File: src/rtl/boarding_control.sv
// ---------------------------------------------------------------------------
// boarding_control
// Elevator car boarding sequencer. After the car arrives at a floor the door
// is held open while passengers board. An idle door timer starts closing,
// occupancy at or above MAX_PASSENGERS holds the door open with the alarm on,
// an entry during closing reopens the door, and the car reports it may move
// once the door has been closed for DOOR_CLOSE_CYCLES cycles.
//
// Ports
//   i_clk                     system clock, rising edge
//   i_reset                   asynchronous active-high reset
//   i_arrive                  pulse: car stopped at a floor, start boarding
//   i_enter_pulse             pulse per passenger entering
//   i_exit_pulse              pulse per passenger leaving
//   i_close_request           door-close button (level)
//   i_depart_ack              pulse: motion controller accepted departure
//   o_door_open               door commanded open (BOARDING, OVERLOAD)
//   o_alarm                   overload buzzer (OVERLOAD)
//   o_depart_ready            door closed, car may move (READY)
//   o_weight_limit_exceeded   passenger count >= MAX_PASSENGERS
//   o_passenger_count         current occupancy
//   o_state                   FSM state encoding, for debug
// ---------------------------------------------------------------------------
module boarding_control #(
    parameter int MAX_PASSENGERS    = 5,
    parameter int DOOR_OPEN_CYCLES  = 8,
    parameter int DOOR_CLOSE_CYCLES = 4,
    parameter int COUNT_W           = 4
) (
    input  logic               i_clk,
    input  logic               i_reset,
    input  logic               i_arrive,
    input  logic               i_enter_pulse,
    input  logic               i_exit_pulse,
    input  logic               i_close_request,
    input  logic               i_depart_ack,
    output logic               o_door_open,
    output logic               o_alarm,
    output logic               o_depart_ready,
    output logic               o_weight_limit_exceeded,
    output logic [COUNT_W-1:0] o_passenger_count,
    output logic [2:0]         o_state
);

    localparam int OPEN_W  = (DOOR_OPEN_CYCLES  > 1) ? $clog2(DOOR_OPEN_CYCLES)  : 1;
    localparam int CLOSE_W = (DOOR_CLOSE_CYCLES > 1) ? $clog2(DOOR_CLOSE_CYCLES) : 1;

    localparam logic [OPEN_W-1:0]  OPEN_RELOAD  = OPEN_W'(DOOR_OPEN_CYCLES - 1);
    localparam logic [CLOSE_W-1:0] CLOSE_RELOAD = CLOSE_W'(DOOR_CLOSE_CYCLES - 1);
    localparam logic [COUNT_W-1:0] COUNT_LIMIT  = COUNT_W'(MAX_PASSENGERS);
    localparam logic [COUNT_W-1:0] COUNT_SAT    = '1;

    typedef enum logic [2:0] {
        IDLE     = 3'd0,
        BOARDING = 3'd1,
        OVERLOAD = 3'd2,
        CLOSING  = 3'd3,
        READY    = 3'd4
    } state_t;

    state_t               r_state;
    state_t               w_state_next;
    logic [COUNT_W-1:0]   r_count;
    logic [COUNT_W-1:0]   w_count_next;
    logic [OPEN_W-1:0]    r_door_timer;
    logic [OPEN_W-1:0]    w_door_timer_next;
    logic [CLOSE_W-1:0]   r_close_timer;
    logic [CLOSE_W-1:0]   w_close_timer_next;
    logic                 w_counting;
    logic                 w_pulse;
    logic                 w_over_next;

    // State and datapath registers
    always_ff @(posedge i_clk or posedge i_reset) begin
        if (i_reset) begin
            r_state       <= IDLE;
            r_count       <= '0;
            r_door_timer  <= '0;
            r_close_timer <= '0;
        end else begin
            r_state       <= w_state_next;
            r_count       <= w_count_next;
            r_door_timer  <= w_door_timer_next;
            r_close_timer <= w_close_timer_next;
        end
    end

    // Occupancy update and next-state logic
    always_comb begin
        w_counting         = (r_state == BOARDING) || (r_state == OVERLOAD) ||
                             (r_state == CLOSING);
        w_pulse            = i_enter_pulse || i_exit_pulse;
        w_count_next       = r_count;
        w_state_next       = r_state;
        w_door_timer_next  = r_door_timer;
        w_close_timer_next = r_close_timer;

        // Simultaneous enter and exit cancel out; both ends saturate.
        if (w_counting) begin
            if (i_enter_pulse && !i_exit_pulse && (r_count != COUNT_SAT)) begin
                w_count_next = r_count + COUNT_W'(1);
            end else if (i_exit_pulse && !i_enter_pulse && (r_count != '0)) begin
                w_count_next = r_count - COUNT_W'(1);
            end
        end

        // Overload decisions look at the occupancy after this cycle's pulses,
        // so the alarm tracks the count without a one-cycle lag.
        w_over_next = (w_count_next >= COUNT_LIMIT);

        case (r_state)
            IDLE: begin
                if (i_arrive) begin
                    w_state_next      = BOARDING;
                    w_door_timer_next = OPEN_RELOAD;
                end
            end
            BOARDING: begin
                if (w_pulse) begin
                    w_door_timer_next = OPEN_RELOAD;
                end else if (r_door_timer != '0) begin
                    w_door_timer_next = r_door_timer - OPEN_W'(1);
                end
                if (w_over_next) begin
                    w_state_next = OVERLOAD;
                end else if ((r_door_timer == '0) || i_close_request) begin
                    w_state_next       = CLOSING;
                    w_close_timer_next = CLOSE_RELOAD;
                end
            end
            OVERLOAD: begin
                // close_request is deliberately ignored while overloaded
                if (!w_over_next) begin
                    w_state_next      = BOARDING;
                    w_door_timer_next = OPEN_RELOAD;
                end
            end
            CLOSING: begin
                if (i_enter_pulse) begin
                    w_state_next      = BOARDING;
                    w_door_timer_next = OPEN_RELOAD;
                end else if (r_close_timer == '0) begin
                    w_state_next = READY;
                end else begin
                    w_close_timer_next = r_close_timer - CLOSE_W'(1);
                end
            end
            READY: begin
                if (i_depart_ack) begin
                    w_state_next = IDLE;
                end
            end
            default: begin
                w_state_next = IDLE;
            end
        endcase
    end

    // Moore output decodes
    assign o_door_open             = (r_state == BOARDING) || (r_state == OVERLOAD);
    assign o_alarm                 = (r_state == OVERLOAD);
    assign o_depart_ready          = (r_state == READY);
    assign o_weight_limit_exceeded = (r_count >= COUNT_LIMIT);
    assign o_passenger_count       = r_count;
    assign o_state                 = r_state;

endmodule

File: config.mk
export PLATFORM = sky130hd
export DESIGN_NAME = boarding_control
export DESIGN_NICKNAME = d
export VERILOG_FILES = /design/src/rtl/boarding_control.sv
export SDC_FILE = /design/constraint.sdc
export NUM_CORES = 1
export LEC_CHECK = 0
export CORE_UTILIZATION = 50
export CTS_CLUSTER_DIAMETER = 40
export CTS_CLUSTER_SIZE = 30
export DETAILED_ROUTE_END_ITERATION = 7
export DONT_BUFFER_PORTS = 1
export PLACE_DENSITY_LB_ADDON = 0.05
export RECOVER_POWER = 100
export REMOVE_ABC_BUFFERS = 1
export SYNTH_ARGS = -nofsm -noshare
export SYNTH_HDL_FRONTEND = slang
export SYNTH_SLANG_ARGS = --single-unit
export TNS_END_PERCENT = 5
File: constraint.sdc
create_clock -name i_clk -period 3 [get_ports i_clk]
set_input_delay 0.6 -clock i_clk [delete_from_list [all_inputs] [get_ports i_clk]]
set_output_delay 0.6 -clock i_clk [all_outputs]
set_load 0.02 [all_outputs]
Word-level counts from Yosys, hierarchy flattened
Cells that the tools add are included.

Register bits: 12. Input bits: 7. Output and inout bits: 11. Logic and storage cells: 68.

Add/subtract/negate cells: 4. Magnitude comparators: 2. Equal/unequal tests: 16. Muxes and demuxes: 22. Reduce and logical (&&, ||, !) cells: 20.

Operators with widths (number): $mux 3 (12); $pmux 3 s5 (1); $reduce_and 5->1 (3); $ne 2x2->1 const B (7); $mux 4 (3); $pmux 3 s4 (1); $ne 3x2->1 const B (3); $ge 4x3->1 const B (2); $mux 2 (4); $reduce_bool 4->1 (2); $eq 3x2->1 const B (2); $logic_not 3->1 (2); $add 4x1->4 const B (1); $logic_and 1x1->1 (4); $logic_or 1x1->1 (4); $ne 4x4->1 const B (1); $pmux 2 s2 (1); $sub 4x1->4 const B (1); $eq 3x1->1 const B (1); $eq 3x3->1 const B (1); $reduce_bool 3->1 (1); $sub 3x1->3 const B (1); $logic_not 1->1 (2); $logic_not 2->1 (1); other kinds (3) (3).

Logic depth before layout (Yosys ltp)
Depth after elaboration: 9. Depth in mapped cells: 9. Depth with buffers taken out: 9.

Least setup slack after synthesis
No wires, ideal clock.

Path type: reg-to-reg. From: reg r_count[0], in the netlist o_passenger_count[0]. To: reg r_door_timer[1]. Setup time: 125 ps. Arrival: 2292 ps. Data required time: 2875 ps. Path slack: 583 ps. Cell stages (with the launch flop): 10. Path buffers: 0. Clock period less this slack: 2417 ps. Cells stage by stage: dfrtp_1 > inv_1 > ha_1 > nand2b_1 > o21ai_2 > a2111oi_4 > xor2_2 > a21o_4 > a21oi_2 > mux2_4.

Cells in the longest elaborated chain, start to end: 8. Elaborated cells on any way between the ends: 12. Classes of those cells: add/sub: 2; order compare: 1; eq/ne: 2; mux: 3; reduce/logical: 4.

RTL lines: start, declared (RTL line 63) `logic [COUNT_W-1:0] r_count;`; start signal, assigned (RTL line 82) `r_count <= w_count_next;`; parallel branches: the longest is 3 deep, another holds $sub 4x1->4; $mux 4 (*) (RTL line 100) `if (i_enter_pulse && !i_exit_pulse && (r_count != COUNT_SAT)) begin`; $mux 4 (*) (RTL line 99) `if (w_counting) begin`; via w_count_next[2] (RTL line 64) `logic [COUNT_W-1:0] w_count_next;`; $ge 4x3->1 (*) (RTL line 109) `w_over_next = (w_count_next >= COUNT_LIMIT);`; $ne 2x2->1 (no line) (*); $reduce_and 5->1 (no line) (*); end signal, assigned (RTL line 83) `r_door_timer <= w_door_timer_next;`; end, declared (RTL line 65) `logic [OPEN_W-1:0] r_door_timer;`.

Mark *: on every way through the listed nets, which the timed path passes. A chain may end at the register's enable or synchronous reset.

Worst setup path in the final report
From: reg r_count[1], in the netlist o_passenger_count[1]. To: reg r_door_timer[2].

The elaborated chain is that of the path after synthesis.

==> flow_summary.json <==
{
  "gp_congestion": 0.8553,
  "crit_path_end": "r_door_timer[2]$_DFFE_PP0P_",
  "postRouteAntennaNets": 0,
  "drt-initial-drc-count": 19,
  "switching_share_pct": 50.54,
  "num_rows": 15,
  "power_leakage_nw": 0.4335,
  "synth_top_area_share_pct": 33.01,
  "yosys.area.top_type": "dfrtp_1",
  "grt_pass1_vias": 665,
  "period_needed_ns": 2.559,
  "finalCritPeriodShare_pct": 85.30,
  "place_ws_ns": 0.5273,
  "internal_power_uw": 529.5,
  "cts_tree": "yes",
  "skew_ns": 0.006877,
  "worst_pin_slew_ns": 0.6934,
  "yosys_warnings": 0,
  "r2r_start": "o_passenger_count[1]$_DFF_PP0_",
  "crit_fanout": 6,
  "cts-buffers-inserted": 3,
  "async_flop_share_pct": 100.0,
  "grt_pass1_wl_um": 3077,
  "detail_route.vias_per_cell": 5.504,
  "htree_levels": 1,
  "p_switching_uw": 541.0,
  "synth.avg_cell_area_sq_um": 9.096,
  "wl_per_cell_um": 14.43,
  "setup.worst_path.start": "o_passenger_count[1]$_DFF_PP0_",
  "setup_ws_ns": 0.4409,
  "dpl.hpwl_um": 1432,
  "synthesis.area_sq_um": 909.6,
  "antenna_found_initial": 0,
  "core_area_sq_mm": 0.001708,
  "clkPwrFrac_pct": 12.1,
  "cts-hold-fix-buffers": 0,
  "hp-class": "in2async",
  "cts-root-buf": "clkbuf_4",
  "final_util_pct": 56.19,
  "io_pins": 18,
  "relSlewSlack_pct": 53.78,
  "numClockSinks": 12,
  "final-setup-viol-count": 0,
  "cts_setup_buffers": 0,
  "yosys-top-cells-area": "dfrtp_1 (33%), ha_1 (8.3%), inv_1 (4.1%)",
  "most-common-layout-cells": "dfrtp_1 (12), inv_1 (10), nand2_1 (9)",
  "cts_buffer_depth": 2,
  "grtUsageTotal_pct": 22.08,
  "combPwrFrac_pct": 55.2,
  "io_buffers": 0,
  "cts-resized-gates": 0,
  "syn_inst": 100,
  "die_h_um": 44.65,
  "r2r-end": "r_door_timer[2]$_DFFE_PP0P_",
  "rrSetupSlack_ns": 0.44,
  "grt-ovfl-total": 0,
  "finalNetCount": 118,
  "cp.arrival_ns": 2.72,
  "ir_worst_vdd_uv": 572.1,
  "synth.distinct_cells": 40,
  "synth-seq-area-share_pct": 33.01,
  "holdWs_ns": 0.2122,
  "syn_to_final_growth_pct": 5.502,
  "synth_seq_cells": 12,
  "clock.fmax_mhz": 390.8,
  "cp-end-kind": "register",
  "drc": 0,
  "power_frac_seq_pct": 32.7,
  "setup.worst_path.start_class": "register",
  "path_class": "reg2reg",
  "start_util_pct": 53.26,
  "hold_violations": 0,
  "dieArea_sq_mm": 0.001994,
  "layout_commonest_cell": "dfrtp_1",
  "r2r_cells": 9,
  "num_vias": 710,
  "antennaDiodeCount": 0,
  "clkLatencyLatePin_ns": 0.27,
  "synth_flop_cell": "dfrtp_1",
  "power.density_mw_per_mm2": 1116,
  "clkTransAtPathRegs_ns": 0.08,
  "first_pass_iters": 6,
  "drive_above_1_share_pct": 10.58,
  "wl_um": 1862,
  "rsz0062_at_grt": "no",
  "drv_slew": 0,
  "total_power_mw": 1.071,
  "crit_required_ns": 3.16,
  "synth_edf_count": 0,
  "grt_max_degree": 13,
  "final.setup.tns_ns": 0,
  "outcome": "complete, no violations",
  "die_x_um": 44.65,
  "maxCapViolations": 0
}
[synth_stat cells, types with 3 or more instances]
cell type   n
dfrtp_1    12
inv_1      10
nand2_1     8
nor2_1      7
o21ai_0     7
ha_1        6
a21oi_1     4
nand2b_1    4
nor3_1      3
[layout make-up]
type	instances	area (sq um)
well taps	25	31.28
flip-flops and latches	12	300.3
clock buffers	4	36.28
repair buffers	3	11.26
fillers	173	748.2
inverters	10	37.54
multi-input cells	75	543.0
[worst max-delay path, stage by stage, from the launching register on]
cell and delay [ns]:
dfrtp_1 0.47, clkbuf_1 0.21, ha_1 0.22, nand3_1 0.08, nand2_1 0.17, a2111oi_4 0.38, xor2_2 0.14, a21o_4 0.24
a21oi_2 0.18, mux2_1 0.35
[kinds of logic (layout without fill, tap and decap cells)]
family / count (synthesis) / count (layout) / share of synthesized area, %
and+or+nand+nor: 33 / 33 / 18.57
muxes: 3 / 3 / 4.402
adders and majority gates: 6 / 6 / 8.253
AOI/OAI and AO/OA: 29 / 29 / 24.90
DFF: 12 / 12 / 33.01
buffers and inverters: 13 / 17 / 6.189
xor gates and xnor gates: 4 / 4 / 4.678
[power groups by stage]
| stage | logic (mW) | registers [mW] | clock network (mW) |
|---|---|---|---|
| 6_report | 0.591 | 0.350 | 0.130 |
| 5_1_grt | 0.650 | 0.361 | 0.145 |
| 4_1_cts | 0.616 | 0.350 | 0.136 |
| 3_5_place_dp | 0.612 | 0.353 | 0 |
| 3_3_place_gp | 0.605 | 0.350 | 0 |
| 2_1_floorplan | 0.456 | 0.371 | 0 |
[layer usage]
metal	share of wire, %	track usage, %	vias to the layer above
li1	-	-	358
met1	50	31.19	328
met2	45	33.24	22
met3	4.2	6.531	2
met4	0.70	5.455	0
met5	0	0	-
[state kept, by name, indices dropped and copies added (netlist names)]
register           count
r_close_timer          2
o_passenger_count      4
r_door_timer           3
o_state                3
[through the flow]
step	instance area [sq um]	cells
after detailed placement	944.7	125
after CTS	980.9	129
after global placement	944.7	125
final	959.7	129
after floorplan	890.9	97
after global routing	959.7	129
[worst min-delay path by stage]
stage / endpoint / from / slack [ns] / depth (start not counted)
after global routing: r_door_timer[1]$_DFFE_PP0P_ / i_reset / 0.24 / 1
after CTS: r_door_timer[1]$_DFFE_PP0P_ / i_reset / 0.22 / 1
after floorplan: o_passenger_count[0]$_DFF_PP0_ / i_reset / 0.46 / 1
after detailed placement: r_door_timer[1]$_DFFE_PP0P_ / r_door_timer[1]$_DFFE_PP0P_ / 0.49 / 1
after global placement: r_close_timer[0]$_DFFE_PP0P_ / r_close_timer[0]$_DFFE_PP0P_ / 0.48 / 1
final: r_door_timer[1]$_DFFE_PP0P_ / i_reset / 0.21 / 1
Power figures use the tool's default switching activity.
